<file path="config.mk">
export PLATFORM = sky130hd
export DESIGN_NAME = mips_run_monitor
export DESIGN_NICKNAME = d
export VERILOG_FILES = /design/src/rtl/mips_run_monitor.sv
export SDC_FILE = /design/constraint.sdc
export NUM_CORES = 1
export LEC_CHECK = 0
export CAP_MARGIN = 20
export CELL_PAD_IN_SITES_DETAIL_PLACEMENT = 0
export CELL_PAD_IN_SITES_GLOBAL_PLACEMENT = 1
export CORE_MARGIN = 2
export CORE_UTILIZATION = 32
export CTS_CLUSTER_DIAMETER = 120
export DETAILED_ROUTE_END_ITERATION = 16
export GPL_TIMING_DRIVEN = 0
export HOLD_SLACK_MARGIN = 0.06
export PLACE_DENSITY_LB_ADDON = 0.1
export SETUP_SLACK_MARGIN = 0.05
export SLEW_MARGIN = 10
export SYNTH_ARGS = -nofsm -noshare
export SYNTH_HDL_FRONTEND = slang
export SYNTH_SLANG_ARGS = --single-unit
</file>
<file path="constraint.sdc">
create_clock -name clk -period 1.9 [get_ports clk]
set_input_delay 0.38 -clock clk [delete_from_list [all_inputs] [get_ports clk]]
set_output_delay 0.38 -clock clk [all_outputs]
set_load 0.05 [all_outputs]
</file>
<file path="src/rtl/mips_run_monitor.sv">
// rtl/mips_run_monitor.sv - resets, runs and watches N_CH CPUs until each drops cpu_active or a cycle limit hits.
// Optional macro RUN_MONITOR_EXPECT_EN adds expected_v0 input and per-channel pass output.
module mips_run_monitor #(
  parameter int N_CH           = 1,
  parameter int RESET_CYCLES   = 2,
  parameter int TIMEOUT_CYCLES = 40,
  parameter int CNT_W          = $clog2(TIMEOUT_CYCLES + 1)
) (
  input  logic                 clk,
  input  logic                 reset,
  input  logic                 start,
  output logic                 cpu_reset,
  output logic                 cpu_clk_enable,
  input  logic [N_CH-1:0]      cpu_active,
  input  logic [32*N_CH-1:0]   cpu_register_v0,
`ifdef RUN_MONITOR_EXPECT_EN
  input  logic [32*N_CH-1:0]   expected_v0,
  output logic [N_CH-1:0]      pass,
`endif
  output logic                 busy,
  output logic                 done,
  output logic                 timed_out,
  output logic [N_CH-1:0]      finished,
  output logic [N_CH-1:0]      start_err,
  output logic [32*N_CH-1:0]   v0_captured,
  output logic [CNT_W-1:0]     cycle_count
);

  localparam int RC_W = (RESET_CYCLES > 1) ? $clog2(RESET_CYCLES) : 1;
  localparam logic [RC_W-1:0]  RC_LAST = RC_W'(RESET_CYCLES - 1);
  localparam logic [CNT_W-1:0] TO_LAST = CNT_W'(TIMEOUT_CYCLES - 1);

  typedef enum logic [2:0] {S_IDLE, S_RESET, S_CHECK, S_RUN, S_DONE} state_t;

  state_t          state, state_next;
  logic [RC_W-1:0] rst_cnt;
  logic [N_CH-1:0] newly;
  logic            all_fin;

  // finished is cleared at start, so the same terms serve both CHECK and RUN
  assign newly   = ~finished & ~cpu_active;
  assign all_fin = &(finished | ~cpu_active);

  always_ff @(posedge clk) begin
    if (reset) state <= S_IDLE;
    else       state <= state_next;
  end

  always_comb begin
    state_next     = state;
    cpu_reset      = 1'b0;
    cpu_clk_enable = 1'b0;
    busy           = 1'b0;
    done           = 1'b0;
    case (state)
      S_IDLE: begin
        cpu_reset = 1'b1;
        if (start) state_next = S_RESET;
      end
      S_RESET: begin
        cpu_reset      = 1'b1;
        cpu_clk_enable = 1'b1;
        busy           = 1'b1;
        if (rst_cnt == RC_LAST) state_next = S_CHECK;
      end
      S_CHECK: begin
        cpu_clk_enable = 1'b1;
        busy           = 1'b1;
        state_next     = all_fin ? S_DONE : S_RUN;
      end
      S_RUN: begin
        cpu_clk_enable = 1'b1;
        busy           = 1'b1;
        if (all_fin || cycle_count == TO_LAST) state_next = S_DONE;
      end
      S_DONE: begin
        done = 1'b1;
        if (start) state_next = S_RESET;
      end
      default: state_next = S_IDLE;
    endcase
  end

  always_ff @(posedge clk) begin
    if (reset) begin
      rst_cnt     <= '0;
      timed_out   <= 1'b0;
      finished    <= '0;
      start_err   <= '0;
      v0_captured <= '0;
      cycle_count <= '0;
`ifdef RUN_MONITOR_EXPECT_EN
      pass        <= '0;
`endif
    end else begin
      case (state)
        S_IDLE, S_DONE: begin
          if (start) begin
            rst_cnt     <= '0;
            timed_out   <= 1'b0;
            finished    <= '0;
            start_err   <= '0;
            v0_captured <= '0;
            cycle_count <= '0;
`ifdef RUN_MONITOR_EXPECT_EN
            pass        <= '0;
`endif
          end
        end
        S_RESET: begin
          if (rst_cnt != RC_LAST) rst_cnt <= rst_cnt + 1'b1;
        end
        S_CHECK: begin
          start_err   <= ~cpu_active;
          finished    <= ~cpu_active;
          cycle_count <= '0;
        end
        S_RUN: begin
          cycle_count <= cycle_count + 1'b1;
          for (int i = 0; i < N_CH; i++) begin
            if (newly[i]) begin
              finished[i]             <= 1'b1;
              v0_captured[32*i +: 32] <= cpu_register_v0[32*i +: 32];
`ifdef RUN_MONITOR_EXPECT_EN
              pass[i] <= (cpu_register_v0[32*i +: 32] == expected_v0[32*i +: 32]);
`endif
            end
          end
          // a channel finishing on the limit edge takes priority over the timeout
          if (!all_fin && cycle_count == TO_LAST) timed_out <= 1'b1;
        end
        default: ;
      endcase
    end
  end

endmodule
</file>
Word-level counts from Yosys, hierarchy flattened:

Cells that the tools add are included.

* bits of input ports: 36
* memory bits (writable): 0
* register bits after elaboration: 45
* ROM bits: 0
* output and inout bits: 45
* word-level logic and storage cells: 62
* bits in latches: 0
* memories kept: 0

* add/sub/neg operators: 2
* magnitude comparators: 0
* equality and inequality tests: 10
* bitwise operators: 4
* mux-type cells: 21
* $mul: 0
* shift operators: 0
* reductions and logical operators: 18
* divide/modulo/power cells: 0

Operator list (number)
* $mux 32: 2
* $pmux 32 s2: 1
* $pmux 6 s3: 1
* $mux 3: 4
* $pmux 3 s4: 1
* $reduce_and 3->1: 4
* $ne 2x2->1 const B: 4
* $mux 1: 7
* $add 6x1->6 const B: 1
* $eq 3x2->1 const B: 2
* $eq 6x6->1 const B: 1
* $mux 6: 1
* $pmux 1 s2: 3
* $reduce_and 2->1: 3
* $reduce_bool 2->1: 3
* $reduce_or 2->1: 2
* $eq 3x1->1 const B: 1
* $eq 3x3->1 const B: 1
* $logic_not 3->1: 1
* $pmux 1 s3: 1
* $reduce_bool 3->1: 1
* $reduce_or 3->1: 1
* $ne 2x1->1 const B: 1
* $not 1->1: 2
* other kinds (6): 6

Depth between registers and ports, before layout:

* depth after elaboration: 6
* depth in mapped cells: 7

Worst setup path before layout:

No wires, ideal clock.

* path kind: register to output
* start point: register state[0]
* end point: output port cpu_clk_enable
* arrival: 1.658 ns
* setup slack: -0.138 ns
* path buffers: 2
* cell stages (with the launch flop): 5
* cells stage by stage: dfxtp_1 > buf_6 > nor2_1 > nor2_1 > buf_4

* longest elaborated chain between the ends: 3
* elaborated cells on any way between the ends: 5

RTL lines
* start: declaration: RTL line 35 `state_t state, state_next;`
* start signal: assignment: RTL line 46 `else state <= state_next;`
* $eq 3x2->1 or $eq 3x1->1 (tied branches)
* $reduce_or 3->1 (no source line) *
* $mux 1 *
* end: declaration: RTL line 13 `output logic cpu_clk_enable,`

Every way passes the cells marked *; elsewhere a longest branch is shown, timed or not.

Worst setup path in the final report:

* start point: register v0_captured[14]
* end point: output port v0_captured[14]

RTL lines
* start: declaration: RTL line 25 `output logic [32*N_CH-1:0] v0_captured,`
* start signal: indexed assignment: RTL line 123 `v0_captured[32*i +: 32] <= cpu_register_v0[32*i +: 32];`

No word-level cell between the ends.

==> results.ini <==
[sta]
slew_headroom = 0.645
timing.final.ws_setup_ps = 98.1
fin_skew_ps = 4.99
rsz0062_at_grt = yes
period_minus_slack_ps = 1800
drv_slew = 0
timing.final.setup_violations = 0
max_slew.worst_pin.slew_ps = 531
max_freq_mhz = 555
hold_viol_final = 0
min_period_over_period = 0.948
fin_setup_tns_ps = 0
holdWs_ps = 474

[worst_setup_path]
start_kind = flop
end_kind = primary output
path_class = reg -> out
crit_family = buffers and inverters
crit_required_ps = 1520
max_stage_delay_ps = 800
cp.arrival_ps = 1420
cp_max_fo = 2
crit_buf_inv = 1
crit_slowest_cell = clkdlybuf4s50_1
crit_chain = clkdlybuf4s50_1

[grt]
track_usage = 0.138
gr-total-overflow = 0
antenna_found_initial = 0
grt_max_degree = 14
grt_busiest_layer = met2
grt_pass1_wl_mm = 7.93
grt_util_met2 = 0.209
grt_pass1_vias = 1696
grt_use_met3 = 0.0560
grtUsageMet1 = 0.183

[synthesis]
synth_area_sq_um = 2060
synth_cell_types = 38
synth_seq_cells = 45
synth_flop_cell = dfxtp_1
avgSynthCellArea_sq_um = 9.38
synthArstFlopShare = 0
synth_cells = 220
ys_seq_area_frac = 0.436
synth_edf_count = 0
synth_nets = 257
yosysWarningCount = 0

[power]
power-per-cell-area_nw_per_um2 = 582
cellLeakagePower_uw = 0.00192
ir_drop_uv = 312

[floorplanning]
die_w_um = 84.3
start_util = 0.329
num_rows = 29
io-pin-count = 81
core_area_sq_um = 6280
die_area_sq_um = 7110
die_h_um = 84.3

[routing]
routed_wl_mm = 4.86
wire_per_inst_um = 12.6
vias = 1753
drtIter0Drc = 73
viasPerCell = 4.55
first_pass_iters = 4
drc_errors = 0
ant_nets = 0

[worst_hold_path]
hold_path_class = reg -> reg

[clock_network]
cts_max_path_buffers = 2
cts_setup_buffers = 0
hold_buffers = 0
clkLatencyLatePin_ps = 290
cts_resized = 25
clk_pin_slew_worst_paths_ps = 80
clock_sinks = 45
numCtsBuffers = 5
htree_levels = 2
tritoncts = done
cts_root_buf = clkbuf_8

[placement]
place_ws_ps = -366
dpl.hpwl_mm = 3.46
dpl.cell_count = 377
portBuffers = 80
globalplace.congestion = 0.761

[layout]
n_antenna_cell = 0
area_growth_pct = 50.2
instances_no_fill = 385
fin_util = 0.494
drive_above_1_share = 0.101
nFillCells = 635
nets = 344

[run]
drv_cap = 0

[outcome]
status = completed

==> through the flow <==
stage	total power, uW	cell area, sq um
after floorplan	1130	2070
after global placement	1260	2960
after detailed placement	1260	2960
after CTS	1840	3040
after global routing	1900	3100
final	1800	3100
==> area by class of cell <==
cell class	count	area, sq um	area share
multi-input cells	157	1030	0.333
flip-flops and latches	45	902	0.291
repair buffers	80	845	0.272
plain buffers	16	135	0.0436
well taps	77	96.3	0.0311
clock buffers	6	72.6	0.0234
clock inverters	2	10.0	0.00323
inverters	2	7.51	0.00242
==> logic make-up after synthesis <==
group,after synthesis,share of synthesized area
AOI/OAI and AO/OA,25,0.0806
DFF,45,0.436
and+or+nand+nor,95,0.241
buffers and inverters,18,0.0642
xor gates and xnor gates,4,0.0170
muxes,32,0.155
adders and majority gates,1,0.00606
==> worst reg2reg max path, cell delays in order (launching register included) <==
cell and delay (ps):
dfxtp_1 370, buf_6 150, and2b_1 140, buf_6 130, nand3_2 190, buf_6 220, mux2i_1 170, nor2_1 60
==> flip-flops by register name, summed over array words and instances (netlist names) <==
register and cells:
rst_cnt 1, start_err 1, v0_captured 32, finished 1, timed_out 1, state 3
cycle_count 6
==> synth_stat cells (3+ instances only) <==
library cell  instances  share of area
clkbuf_1              6          0.011
mux2i_1              32           0.16
o21ai_0               7          0.017
buf_6                 6          0.033
nor2_1               45          0.082
xor2_1                4          0.017
buf_4                 3          0.011
a21oi_1               6          0.015
dfxtp_1              45           0.44
nor2b_1              32          0.097
==> where the power goes <==
part | internal, uW | leakage [uW] | switching, uW | total, uW
combinational | 127 | 0.00151 | 141 | 268
clock | 255 | 0.0000450 | 315 | 570
sequential | 954 | 0.000363 | 12.2 | 966
==> cells in the final DEF (no fill, tap or decap), types with 2 or more instances in the layout <==
cell type | Yosys | layout
clkbuf_2 | 0 | 2
o21ai_0 | 7 | 7
nor2b_1 | 32 | 32
dfxtp_1 | 45 | 44
buf_2 | 0 | 2
clkdlybuf4s50_1 | 0 | 42
inv_1 | 2 | 2
a21oi_1 | 6 | 6
clkbuf_1 | 6 | 4
buf_4 | 3 | 2
or2b_2 | 2 | 2
clkinv_2 | 0 | 2
clkbuf_8 | 0 | 5
clkbuf_4 | 0 | 2
dlygate4sd2_1 | 0 | 8
mux2i_1 | 32 | 32
nor2_1 | 45 | 44
xor2_1 | 4 | 4
o21bai_1 | 2 | 2
nand3_1 | 2 | 2
nor3_1 | 2 | 2
nand2_1 | 2 | 2
buf_6 | 6 | 7
dlymetal6s2s_1 | 1 | 27
==> per-layer routing <==
metal / vias to the layer above / wire length [um]
li1: 910 / -
met1: 793 / 2320
met2: 45 / 2200
met3: 5 / 293
met4: 0 / 49
met5: - / 0
==> worst paths after layout <==
kind | slack [ps] | endpoint | depth (start not counted) | from
setup reg to reg | 350 | v0_captured[9] | 7 | state[1]
hold / removal | 470 | timed_out | 1 | timed_out
hold reg to reg | 470 | timed_out | 1 | timed_out
setup / recovery | 100 | v0_captured[14] | 1 | v0_captured[14]
Power figures use the tool's default switching activity.
